$ cat config.mk
export PLATFORM = sky130hd
export DESIGN_NAME = fp_add_requester
export DESIGN_NICKNAME = d
export VERILOG_FILES = /design/src/rtl/fp_add_requester.sv
export SDC_FILE = /design/constraint.sdc
export NUM_CORES = 1
export LEC_CHECK = 0
export BUFFER_PORTS_ARGS = -buffer_cell sky130_fd_sc_hd__buf_2
export CAP_MARGIN = 10
export CORE_UTILIZATION = 50
export DETAILED_ROUTE_END_ITERATION = 8
export GPL_TIMING_DRIVEN = 0
export PLACE_DENSITY_LB_ADDON = 0.3
export RECOVER_POWER = 100
export SYNTH_ARGS = -nofsm -noshare
export SYNTH_HDL_FRONTEND = slang
export SYNTH_SLANG_ARGS = --single-unit
$ cat constraint.sdc
create_clock -name Clock -period 5.6 [get_ports Clock]
set_clock_uncertainty 0.15 [all_clocks]
set_input_delay 1.4 -clock Clock [delete_from_list [all_inputs] [get_ports Clock]]
set_output_delay 1.4 -clock Clock [all_outputs]
set_load 0.01 [all_outputs]
$ cat src/rtl/fp_add_requester.sv
// Request-side front end for the FloatAdder: queues tagged add requests and returns tagged results.
// Optional FP_REQ_ACCUM_EN adds ReqAccum and a running accumulator that can replace operand A.
module fp_add_requester #(
   parameter int ReqDepth      = 4,
   parameter int TagWidth      = 4,
   parameter int TimeoutCycles = 16
) (
   input  logic                Clock,
   input  logic                Reset,
   input  logic                ReqValid,
   output logic                ReqReady,
   input  logic [31:0]         ReqOpA,
   input  logic [31:0]         ReqOpB,
   input  logic [TagWidth-1:0] ReqTag,
`ifdef FP_REQ_ACCUM_EN
   input  logic                ReqAccum,
`endif
   output logic [31:0]         AddOp1,
   output logic [31:0]         AddOp2,
   output logic                AddInputValid,
   input  logic [31:0]         AddResult,
   input  logic                AddResultValid,
   output logic                RspValid,
   input  logic                RspReady,
   output logic [31:0]         RspResult,
   output logic [TagWidth-1:0] RspTag,
   output logic                RspTimeout,
   output logic                Busy
);

   localparam int AW = $clog2(ReqDepth);
   localparam int CW = $clog2(TimeoutCycles) + 1;
   localparam logic [AW:0] Full = (AW+1)'(ReqDepth);
   // Counter lags the cycle count by one, so the last WAIT cycle sees TimeoutCycles-2.
   localparam logic [CW-1:0] TLast = CW'(TimeoutCycles - 2);
   localparam logic [31:0] QNaN = 32'h7FC00000;

   typedef enum logic [1:0] {
      IDLE,
      ISSUE,
      WAIT,
      RESP
   } state_t;

   state_t state_q, state_d;

   logic [31:0]         fifo_a   [ReqDepth];
   logic [31:0]         fifo_b   [ReqDepth];
   logic [TagWidth-1:0] fifo_tag [ReqDepth];
   logic [AW-1:0]       wr_ptr, rd_ptr;
   logic [AW:0]         count;
   logic                push, pop;

   logic [31:0]         op_a, op_b;
   logic [TagWidth-1:0] tag_q;
   logic [CW-1:0]       cnt_q;
   logic [31:0]         rsp_result_q;
   logic                rsp_timeout_q;
   logic                stray_q;
   logic                res_hit, tmo_hit;

`ifdef FP_REQ_ACCUM_EN
   logic                fifo_acc [ReqDepth];
   logic                acc_sel_q;
   logic [31:0]         accum_q;
`endif

   assign ReqReady = (count != Full);
   assign push     = ReqValid && ReqReady;
   assign pop      = (state_q == IDLE) && (count != '0);

   assign res_hit = (state_q == WAIT) && AddResultValid;
   assign tmo_hit = (state_q == WAIT) && !AddResultValid
                    && (cnt_q == TLast);

   always_ff @(posedge Clock) begin
      if (push) begin
         fifo_a[wr_ptr]   <= ReqOpA;
         fifo_b[wr_ptr]   <= ReqOpB;
         fifo_tag[wr_ptr] <= ReqTag;
`ifdef FP_REQ_ACCUM_EN
         fifo_acc[wr_ptr] <= ReqAccum;
`endif
      end
   end

   always_ff @(posedge Clock) begin
      if (Reset) begin
         wr_ptr <= '0;
         rd_ptr <= '0;
         count  <= '0;
      end else begin
         if (push) wr_ptr <= wr_ptr + 1'b1;
         if (pop)  rd_ptr <= rd_ptr + 1'b1;
         count <= count + (AW+1)'(push) - (AW+1)'(pop);
      end
   end

   always_ff @(posedge Clock) begin
      if (Reset) begin
         op_a  <= '0;
         op_b  <= '0;
         tag_q <= '0;
      end else if (pop) begin
         op_a  <= fifo_a[rd_ptr];
         op_b  <= fifo_b[rd_ptr];
         tag_q <= fifo_tag[rd_ptr];
      end
   end

   always_ff @(posedge Clock) begin
      if (Reset) begin
         cnt_q <= '0;
      end else if (state_q == ISSUE) begin
         cnt_q <= '0;
      end else if (state_q == WAIT) begin
         cnt_q <= cnt_q + 1'b1;
      end
   end

   always_ff @(posedge Clock) begin
      if (Reset) begin
         rsp_result_q  <= '0;
         rsp_timeout_q <= 1'b0;
      end else if (res_hit) begin
         rsp_result_q  <= AddResult;
         rsp_timeout_q <= 1'b0;
      end else if (tmo_hit) begin
         rsp_result_q  <= QNaN;
         rsp_timeout_q <= 1'b1;
      end
   end

   // Sticky debug flag for results arriving outside WAIT.
   always_ff @(posedge Clock) begin
      if (Reset) begin
         stray_q <= 1'b0;
      end else begin
         stray_q <= stray_q
                    | (AddResultValid && (state_q != WAIT));
      end
   end

`ifdef FP_REQ_ACCUM_EN
   always_ff @(posedge Clock) begin
      if (Reset) begin
         acc_sel_q <= 1'b0;
         accum_q   <= '0;
      end else begin
         if (pop)     acc_sel_q <= fifo_acc[rd_ptr];
         if (res_hit) accum_q   <= AddResult;
      end
   end

   assign AddOp1 = acc_sel_q ? accum_q : op_a;
`else
   assign AddOp1 = op_a;
`endif

   assign AddOp2     = op_b;
   assign RspResult  = rsp_result_q;
   assign RspTag     = tag_q;
   assign RspTimeout = rsp_timeout_q;
   assign Busy       = (state_q != IDLE) || (count != '0);

   always_ff @(posedge Clock) begin
      if (Reset) state_q <= IDLE;
      else       state_q <= state_d;
   end

   always_comb begin
      state_d = state_q;
      unique case (state_q)
         IDLE:  if (count != '0) state_d = ISSUE;
         ISSUE: state_d = WAIT;
         WAIT:  if (res_hit || tmo_hit) state_d = RESP;
         RESP:  if (RspReady) state_d = IDLE;
         default: state_d = IDLE;
      endcase
   end

   always_comb begin
      AddInputValid = 1'b0;
      RspValid      = 1'b0;
      unique case (state_q)
         IDLE:  ;
         ISSUE: AddInputValid = 1'b1;
         WAIT:  ;
         RESP:  RspValid = 1'b1;
         default: ;
      endcase
   end

endmodule

---- Word level (Yosys, flattened, before mapping) ----
Memory sizes are Yosys's and may differ from the RTL's. A register that Yosys moved wholly into a read port is not among the register bits.
Index checks and enable logic that the tools add are counted.
word-level totals
  register bits after elaboration ......... 47
  memory bits (writable) .................. 272
  input port bits ......................... 105
  output and inout bits ................... 105
  logic and storage cells ................. 48
  memories ................................ 3
cells by class
  add/sub/neg operators ................... 5
  equality and inequality tests ........... 8
  multiplexer cells ....................... 10
  reductions and logical operators ........ 15
memory list
  memory    depth  bits a word  read ports  clocked after memory_dff  write ports  line  source
  fifo_a    4      32           1           1                         1            47    logic [31:0] fifo_a [ReqDepth];
  fifo_b    4      32           1           1                         1            48    logic [31:0] fifo_b [ReqDepth];
  fifo_tag  4      4            1           1                         1            49    logic [TagWidth-1:0] fifo_tag [ReqDepth];
operators by type and width
  cell                                                              number
  32-bit two-way mux                                                2
  2-bit case mux with 4 select lines                                1
  2-bit two-way mux                                                 3
  5-bit by 1-bit adder with 5-bit output (second input constant)    1
  5-bit by 4-bit == test with 1-bit output (second input constant)  1
  1-bit logical AND                                                 5
  2-bit by 1-bit adder with 2-bit output (second input constant)    2
  2-bit == test (second input constant)                             2
  1-bit two-way mux                                                 4
  2-bit by 1-bit != test with 1-bit output (second input constant)  2
  2-bit nonzero test                                                2
  2-bit OR reduction                                                2
  3-bit by 1-bit adder with 3-bit output                            1
  3-bit != test (second input constant)                             1
  3-bit AND reduction                                               1
  3-bit nonzero test                                                1
  3-bit by 1-bit subtractor with 3-bit output                       1
  2-bit by 1-bit == test with 1-bit output (second input constant)  1
  2-bit logical NOT                                                 1
  1-bit logical OR                                                  2
  2-bit != test (second input constant)                             1
  1-bit logical NOT                                                 1

---- Longest topological paths before layout ----
Gate-level depths: netlist of the first run.
  word-level depth ........................ 6
  gate-level depth with buffers ........... 10
  mapped depth without buffers ............ 10

---- Least setup slack after synthesis of the first run ----
OpenSTA, ideal clock, no wires.
  path type ............................... input -> register
  start ................................... input port ReqValid
  end ..................................... memory fifo_a[0][0] (enable)
  library setup time ...................... 0.434 ns
  data arrival time ....................... 3.034 ns
  required time ........................... 5.016 ns
  slack ................................... 1.982 ns
  cell stages on the path ................. 1
  path buffers ............................ 0
  path through ............................ and3_1
between the ends
  word-level cells in the longest chain between the ends .. 3
RTL lines
  element                                  line  source
  from (decl)                              10    input logic ReqValid,
  1-bit logical AND                        69    assign push = ReqValid && ReqReady;
  1-bit two-way mux                        77    if (push) begin
  1-bit two-way mux (implied by the code)  78    fifo_a[wr_ptr] <= ReqOpA;
  to (decl)                                47
Every way passes these cells.

---- Worst setup path in the final report of the first run ----
  start ................................... input port ReqValid
  end ..................................... memory fifo_b[1][16] (enable)
between the ends
  word-level cells in the longest chain between the ends .. 3
RTL lines
  element                                  line  source
  1-bit logical AND                        69
  1-bit two-way mux                        77
  1-bit two-way mux (implied by the code)  79    fifo_b[wr_ptr] <= ReqOpB;
  to (decl)                                48
Every way passes these cells.

==> metrics.json, run 1 <==
{
  "synth_top_family_by_area": {"value": "multiplexers"},
  "criticalPathCategory": {"value": "in2reg"},
  "report.final.setup_viol": {"value": 0},
  "synth_fa_ha_area_share": {"value": 1.13, "unit": "%"},
  "die_extent_in_y": {"value": 169, "unit": "microns"},
  "detail_route.first_pass.iterations": {"value": 5},
  "synth-seq-area-share": {"value": 74.8, "unit": "%"},
  "first_global_vias": {"value": 8085},
  "cts_buffers": {"value": 39},
  "root_buffer_selected_by_cts": {"value": "clkbuf_16"},
  "clockBufferDepth": {"value": 3},
  "holdBufCountCts": {"value": 0},
  "synth.avg_cell_area": {"value": 18.6, "unit": "sq um"},
  "drt-initial-drc-count": {"value": 567},
  "dieWidth": {"value": 169, "unit": "microns"},
  "track_usage": {"value": 20.4, "unit": "%"},
  "row_count": {"value": 60},
  "hpwl": {"value": 18200, "unit": "microns"},
  "final-max-slew-violation-count": {"value": 33},
  "hold-path-cell-count": {"value": 2},
  "compound_gate_portion_of_the_synthesized_area": {"value": 7.88, "unit": "%"},
  "powerDensity": {"value": 483, "unit": "nW/um^2"},
  "ys_ff_latch": {"value": 387},
  "netlist_area": {"value": 14000, "unit": "sq um"},
  "drt-vias-per-instance": {"value": 5.52},
  "setup_total_negative_slack": {"value": 0, "unit": "ns"},
  "required": {"value": 5.57, "unit": "ns"},
  "crit_path_arrival_time": {"value": 3.85, "unit": "ns"},
  "layout-area-overhead-vs-synth": {"value": 18.6, "unit": "%"},
  "violations": {"value": "max-capacitance violations, max-slew violations"},
  "regToRegStartpoint": {"value": "count[1]"},
  "timing_worst_slew_pin_value": {"value": 1.92, "unit": "ns"},
  "max_cap_violations": {"value": 1},
  "route.detailed.drc": {"value": 0},
  "total_vias_in_the_final_route": {"value": 7770},
  "postRouteWirelength": {"value": 28600, "unit": "microns"},
  "post_synth_and_or_nand_nor_area_fraction": {"value": 2.40, "unit": "%"},
  "vdd_drop_max": {"value": 0.000205, "unit": "V"},
  "grt_setup_unrepaired": {"value": "no"},
  "hp-start": {"value": "RspResult[30]"},
  "period_minus_ws_final": {"value": 3.88, "unit": "ns"},
  "finish.utilization": {"value": 61.1, "unit": "%"},
  "total_leakage_power": {"value": 5.47, "unit": "nW"},
  "dpl.cell_count": {"value": 1335},
  "wire_per_inst": {"value": 20.3, "unit": "microns"},
  "floorplan.initialDensity": {"value": 51.5, "unit": "%"},
  "syn_nets": {"value": 868},
  "post_synth_inst_count": {"value": 751},
  "cts_htree_levels": {"value": 2},
  "grt_remaining_overflow": {"value": 0},
  "min_delay_worst_endpoint": {"value": "RspResult[30]"},
  "final_layout_size_suffix_gt1_share": {"value": 17.5, "unit": "%"},
  "fin_nets": {"value": 1121},
  "antenna_found_initial": {"value": 2},
  "ff2ff_path_depth": {"value": 4},
  "reg2reg_slack": {"value": 2.00, "unit": "ns"},
  "post_synth_xor_area_fraction": {"value": 0.500, "unit": "%"},
  "max_freq": {"value": 258, "unit": "MHz"},
  "final-hold-violation-count": {"value": 0},
  "gp_routability_congestion": {"value": 0.881},
  "synth.yosys.warnings": {"value": 0},
  "slew_headroom": {"value": -27.7, "unit": "%"},
  "floorplan.io_pins": {"value": 210},
  "grt_pass1_wl": {"value": 44600, "unit": "microns"},
  "endpoint_kind": {"value": "flip-flop"},
  "count_of_distinct_cell_types_in_the_synthesized_netlist": {"value": 38},
  "clk_pin_slew_worst_paths": {"value": 0.06, "unit": "ns"},
  "cts_post_setup_buffers_inserted": {"value": 0},
  "outcome": {"value": "finished, violations left"},
  "worst_skew_pair_later_pin_latency": {"value": 0.51, "unit": "ns"},
  "layout.filler_cells": {"value": 2067},
  "die_area": {"value": 28700, "unit": "sq um"},
  "final-seq-area": {"value": 10500, "unit": "sq um"},
  "area_of_the_multi_input_gates": {"value": 3210, "unit": "sq um"},
  "reg2reg_to": {"value": "fifo_b[1][16]"},
  "coreArea": {"value": 27200, "unit": "sq um"},
  "antenna_left": {"value": 0},
  "postCtsResizedCells": {"value": 0},
  "startpoint_of_the_worst_setup_timing_path": {"value": "ReqValid"},
  "crit_path_start_kind": {"value": "input pin"},
  "highest_net_fanout_along_the_worst_path": {"value": 47},
  "hold_path_class": {"value": "reg2reg"},
  "post-route-period-util": {"value": 69.2, "unit": "%"},
  "port-buffer-count": {"value": 208},
  "synth.mux.area_fraction": {"value": 11.0, "unit": "%"},
  "stdcell_count": {"value": 1407},
  "grt_start_max_net_pins": {"value": 48},
  "cts_tree": {"value": "done"},
  "cts_num_sinks": {"value": 387}
}
## sequential cells by signal, summed over array words and instances (netlist names), 2 cells and up
register   count
fifo_tag      16
RspTag         4
rd_ptr         2
fifo_a       128
fifo_b       128
RspResult     32
state_q        2
AddOp2        32
count          3
AddOp1        32
wr_ptr         2
cnt_q          5
## report_power, final
group | total, mW | leakage [nW] | internal [mW] | switching [mW]
registers | 3.73 | 3.43 | 3.53 | 0.200
clock network | 2.49 | 0.603 | 1.45 | 1.04
logic | 1.80 | 1.43 | 0.774 | 1.03
## worst max-delay path by stage
stage / depth (start not counted) / slack (ns) / end
3_5_place_dp: 6 / 2.15 / AddOp1[20]
6_report: 3 / 1.72 / fifo_b[1][16]
2_1_floorplan: 1 / 1.98 / fifo_a[0][0]
4_1_cts: 5 / 2.14 / Busy
3_3_place_gp: 2 / 0.51 / fifo_b[0][15]
5_1_grt: 3 / 1.42 / fifo_b[1][25]
## cells by family after synthesis
kind of cell	count (synthesis)
mux	69
simple gates	67
xor+xnor	8
fa+ha+maj	12
buf+inv	73
flops	387
compound gates	135
## per-stage QoR
stage | hold WS (ns) | setup slack (ns) | cell area (sq um) | power (mW)
6_report | 0.302 | 1.72 | 16600 | 8.02
5_1_grt | 0.320 | 1.42 | 16600 | 8.41
4_1_cts | 0.303 | 2.14 | 16900 | 8.19
3_5_place_dp | 0.290 | 2.15 | 15600 | 5.70
3_3_place_gp | 0.289 | 0.515 | 15500 | 5.65
2_1_floorplan | 0.318 | 1.98 | 14000 | 4.99
## placed cells by master, fill, tap and decap left out, types with 3 or more instances in the layout
cell type	instances
nand3_1	25
clkinv_2	8
xor2_1	6
dfxtp_1	115
a311oi_1	24
o21ai_0	3
buf_2	46
buf_6	3
clkbuf_1	217
nor2_1	17
ha_1	11
nor3_1	5
mux4_2	68
a21oi_1	3
a211oi_1	10
clkinv_1	5
inv_1	20
a22o_1	68
clkbuf_8	3
nand2_1	5
edfxtp_1	272
clkbuf_16	40
a31oi_1	23
clkinvlp_4	3
and3_1	4
## synthesized netlist by cell type
| cell type | number | area [sq um] |
|---|---|---|
| edfxtp_1 | 272 | 8170 |
| dfxtp_1 | 115 | 2300 |
| a22o_1 | 68 | 596 |
| mux4_2 | 68 | 1530 |
| clkbuf_1 | 25 | 93.8 |
| nand3_1 | 25 | 125 |
| a311oi_1 | 24 | 210 |
| a31oi_1 | 23 | 144 |
| inv_1 | 20 | 75.1 |
| buf_2 | 19 | 95.1 |
| nor2_1 | 17 | 63.8 |
| ha_1 | 11 | 138 |
| a211oi_1 | 10 | 75.1 |
| xor2_1 | 6 | 52.6 |
| buf_1 | 5 | 18.8 |
| nand2_1 | 5 | 18.8 |
| nor3_1 | 5 | 25.0 |
| and3_1 | 4 | 25.0 |
| a21oi_1 | 3 | 15.0 |
| buf_6 | 3 | 33.8 |
| and2_1 | 2 | 12.5 |
| nand4_1 | 2 | 12.5 |
| nor2b_1 | 2 | 12.5 |
| o21ai_0 | 2 | 10.0 |
| xnor2_1 | 2 | 17.5 |
| a2111oi_0 | 1 | 8.76 |
| and4b_1 | 1 | 10.0 |
| buf_4 | 1 | 7.51 |
| fa_1 | 1 | 20.0 |
| mux2i_1 | 1 | 10.0 |
| nand4b_1 | 1 | 8.76 |
| nor3b_1 | 1 | 7.51 |
| nor4b_1 | 1 | 8.76 |
| o211a_1 | 1 | 10.0 |
| o21ai_1 | 1 | 5.00 |
| o311ai_0 | 1 | 8.76 |
| o31ai_4 | 1 | 21.3 |
| or3_1 | 1 | 6.26 |
## area by class of cell
class	instances	share of cell area, %
flip-flops and latches	387	63.1
multi-input cells	291	19.3
clock buffers	51	6.46
repair buffers	212	5.43
well taps	372	2.80
plain buffers	53	1.45
clock inverters	20	1.00
inverters	20	0.452
diodes	1	0.0151
## critical path: stages
cell and delay [ns]:
clkbuf_1 0.20, and3_1 0.99, clkbuf_2 1.21
## metal layers
layer / vias to the layer above / GRT usage, % / routed length, microns
met1: 3898 / 26.3 / 11900
met3: 42 / 4.59 / 1850
met5: - / 0 / 8
li1: 3567 / - / -
met4: 2 / 5.60 / 534
met2: 261 / 35.0 / 14300
Note: power is estimated with default switching activity, not from simulation.
==> run 2, diff against run 1 <==
==> constraint.sdc (replaced) <==
create_clock -name Clock -period 3.9 [get_ports Clock]
set_clock_uncertainty 0.15 [all_clocks]
set_input_delay 0.975 -clock Clock [delete_from_list [all_inputs] [get_ports Clock]]
set_output_delay 0.975 -clock Clock [all_outputs]
set_load 0.01 [all_outputs]
==> metrics.json, run 2 (synthesis results as in run 1) <==
{
  "outcome": {"value": "finished, violations left"},
  "violations": {"value": "max-capacitance violations, max-slew violations"},
  "max_freq": {"value": 315, "unit": "MHz"},
  "cts_htree_levels": {"value": 2, "change": "unchanged"},
  "grt_pass1_wl": {"value": 44600, "unit": "microns", "change": "unchanged"},
  "highest_net_fanout_along_the_worst_path": {"value": 47, "change": "unchanged"},
  "cts_num_sinks": {"value": 387, "change": "unchanged"},
  "drt-vias-per-instance": {"value": 5.53, "change": "+0.22%"},
  "critical_path.cell_chain": {"value": "nor3b_1 > inv_1 > and3_1 > clkbuf_4"},
  "fin_nets": {"value": 1121, "change": "unchanged"},
  "criticalPathCategory": {"value": "reg2reg"},
  "endpoint_kind": {"value": "flip-flop"},
  "final-hold-violation-count": {"value": 0, "change": "unchanged"},
  "grt_setup_unrepaired": {"value": "no"},
  "track_usage": {"value": 20.4, "unit": "%", "change": "unchanged"},
  "die_extent_in_y": {"value": 169, "unit": "microns", "change": "unchanged"},
  "timing_worst_slew_pin_value": {"value": 1.93, "unit": "ns", "change": "+0.0166 ns"},
  "floorplan.io_pins": {"value": 210, "change": "unchanged"},
  "dieWidth": {"value": 169, "unit": "microns", "change": "unchanged"},
  "period_minus_ws_final": {"value": 3.17, "unit": "ns"},
  "powerDensity": {"value": 693, "unit": "nW/um^2", "change": "+43%"},
  "grt_start_max_net_pins": {"value": 48, "change": "unchanged"},
  "critical_path.top_delay_family": {"value": "simple AND/OR/NAND/NOR gates"},
  "layout_top_registers": {"value": "fifo_a x128, fifo_b x128"},
  "port-buffer-count": {"value": 208, "change": "unchanged"},
  "holdBufCountCts": {"value": 0, "change": "unchanged"},
  "max_cap_violations": {"value": 2, "change": "+1"},
  "crit_path_arrival_time": {"value": 3.15, "unit": "ns", "change": "-0.70 ns"},
  "worst_path_largest_cell_delay": {"value": 0.97, "unit": "ns", "change": "-0.24 ns"},
  "critical_path.slowest_cell": {"value": "and3_1"},
  "total_vias_in_the_final_route": {"value": 7787, "change": "+0.22%"},
  "wire_per_inst": {"value": 20.4, "unit": "microns", "change": "+0.10%"},
  "layout.cells.most_common_list": {"value": "272 x edfxtp_1, 214 x clkbuf_1, 115 x dfxtp_1, 68 x mux4_2, 68 x a22o_1"},
  "layout-area-overhead-vs-synth": {"value": 18.5, "unit": "%", "change": "about the same"},
  "slew_headroom": {"value": -28.8, "unit": "%", "change": "-1.1 points"},
  "worst_skew_pair_later_pin_latency": {"value": 0.51, "unit": "ns", "change": "about the same"},
  "final-max-slew-violation-count": {"value": 58, "change": "+76%"},
  "layout_commonest_cell": {"value": "edfxtp_1"},
  "floorplan.initialDensity": {"value": 51.5, "unit": "%", "change": "unchanged"},
  "clockBufferDepth": {"value": 3, "change": "unchanged"},
  "cts_tree": {"value": "done"},
  "grt_remaining_overflow": {"value": 0, "change": "unchanged"},
  "postCtsResizedCells": {"value": 0, "change": "unchanged"},
  "die_area": {"value": 28700, "unit": "sq um", "change": "unchanged"},
  "coreArea": {"value": 27200, "unit": "sq um", "change": "unchanged"},
  "drt-initial-drc-count": {"value": 557, "change": "-1.8%"},
  "vdd_drop_max": {"value": 0.000291, "unit": "V", "change": "+42%"},
  "report.final.setup_viol": {"value": 0, "change": "unchanged"},
  "total_power": {"value": 11.5, "unit": "mW", "change": "+43%"},
  "detail_route.first_pass.iterations": {"value": 5, "change": "unchanged"},
  "total_leakage_power": {"value": 5.47, "unit": "nW", "change": "about the same"},
  "area_of_the_multi_input_gates": {"value": 3200, "unit": "sq um", "change": "-0.43%"},
  "layout.filler_cells": {"value": 2066, "change": "-0.048%"},
  "final-seq-area": {"value": 10500, "unit": "sq um", "change": "unchanged"},
  "clk_pin_slew_worst_paths": {"value": 0.06, "unit": "ns", "change": "about the same"},
  "post-route-period-util": {"value": 81.3, "unit": "%"},
  "gp_routability_congestion": {"value": 0.881, "change": "unchanged"},
  "antenna_found_initial": {"value": 2, "change": "unchanged"},
  "dpl.cell_count": {"value": 1335, "change": "unchanged"},
  "stdcell_count": {"value": 1407, "change": "unchanged"},
  "cts_buffers": {"value": 39, "change": "unchanged"},
  "crit_path_start_kind": {"value": "flip-flop"},
  "row_count": {"value": 60, "change": "unchanged"},
  "antenna_left": {"value": 0, "change": "unchanged"},
  "route.detailed.drc": {"value": 0, "change": "unchanged"},
  "required": {"value": 3.88, "unit": "ns", "change": "-1.69 ns"},
  "postRouteWirelength": {"value": 28600, "unit": "microns", "change": "+0.10%"},
  "cts_post_setup_buffers_inserted": {"value": 0, "change": "unchanged"},
  "first_global_vias": {"value": 8085, "change": "unchanged"},
  "final_layout_size_suffix_gt1_share": {"value": 17.6, "unit": "%", "change": "+0.097 points"},
  "hold_path_class": {"value": "reg2reg"},
  "root_buffer_selected_by_cts": {"value": "clkbuf_16"},
  "worstPathBufferInverterCount": {"value": 2, "change": "unchanged"},
  "hpwl": {"value": 18200, "unit": "microns", "change": "unchanged"}
}
[run 2: cell types whose count changed in the layout (fill, tap and decap cells not counted)]
cell,change
clkbuf_4,+1
clkbuf_1,-3
clkbuf_2,-1
buf_1,+1
buf_2,+2
o31ai_1,+1
o31ai_4,-1
[run 2: power by group]
part           internal [mW]  total, mW  switching [mW]
registers               5.06       5.35           0.282
logic                   1.10       2.58            1.48
clock network           2.08       3.57            1.49
total                   8.25       11.5            3.25
[run 2: tightest hold or removal path, cell delays in order, from the launching register on]
cell,delay (ns)
dfxtp_1,0.31
inv_1,0.05
a211oi_1,0.05
[run 2: final timing paths]
kind	start	slack, ns	end	cells past startpoint
min reg2reg	RspResult[30]	0.30	RspResult[30]	2
max	count[1]	0.73	fifo_b[1][25]	4
min	RspResult[30]	0.30	RspResult[30]	2
max reg2reg	count[1]	0.73	fifo_b[1][25]	4
[run 2: cell type report]
class	instances	share of cell area (%)
sequential	387	63.1
inverter	20	0.452
buffer	53	1.46
tap	372	2.80
clock buffer	51	6.46
antenna	1	0.0151
multi-input combinational	291	19.3
timing repair buffer	212	5.46
clock inverter	20	1.00
[run 2: per-stage QoR]
stage	setup slack [ns]	setup TNS (ns)	util [%]	area (sq um)	hold slack, ns
after floorplan	0.707	0	-	14000	0.318
after global placement	-0.760	-196.17	57.1	15500	0.289
after detailed placement	0.876	0	57.5	15600	0.290
after CTS	0.864	0	62.1	16900	0.303
after global routing	0.399	0	61.1	16600	0.320
final	0.729	0	61.1	16600	0.302
[run 2: per-layer routing]
metal / vias to the layer above / track usage (%) / wire length [microns] / share of wire (%)
met5: - / 0 / 8 / 0.028
met4: 2 / 5.60 / 536 / 1.9
met1: 3894 / 26.3 / 12000 / 42
li1: 3570 / - / - / -
met3: 42 / 4.59 / 1840 / 6.4
met2: 279 / 35.0 / 14300 / 50
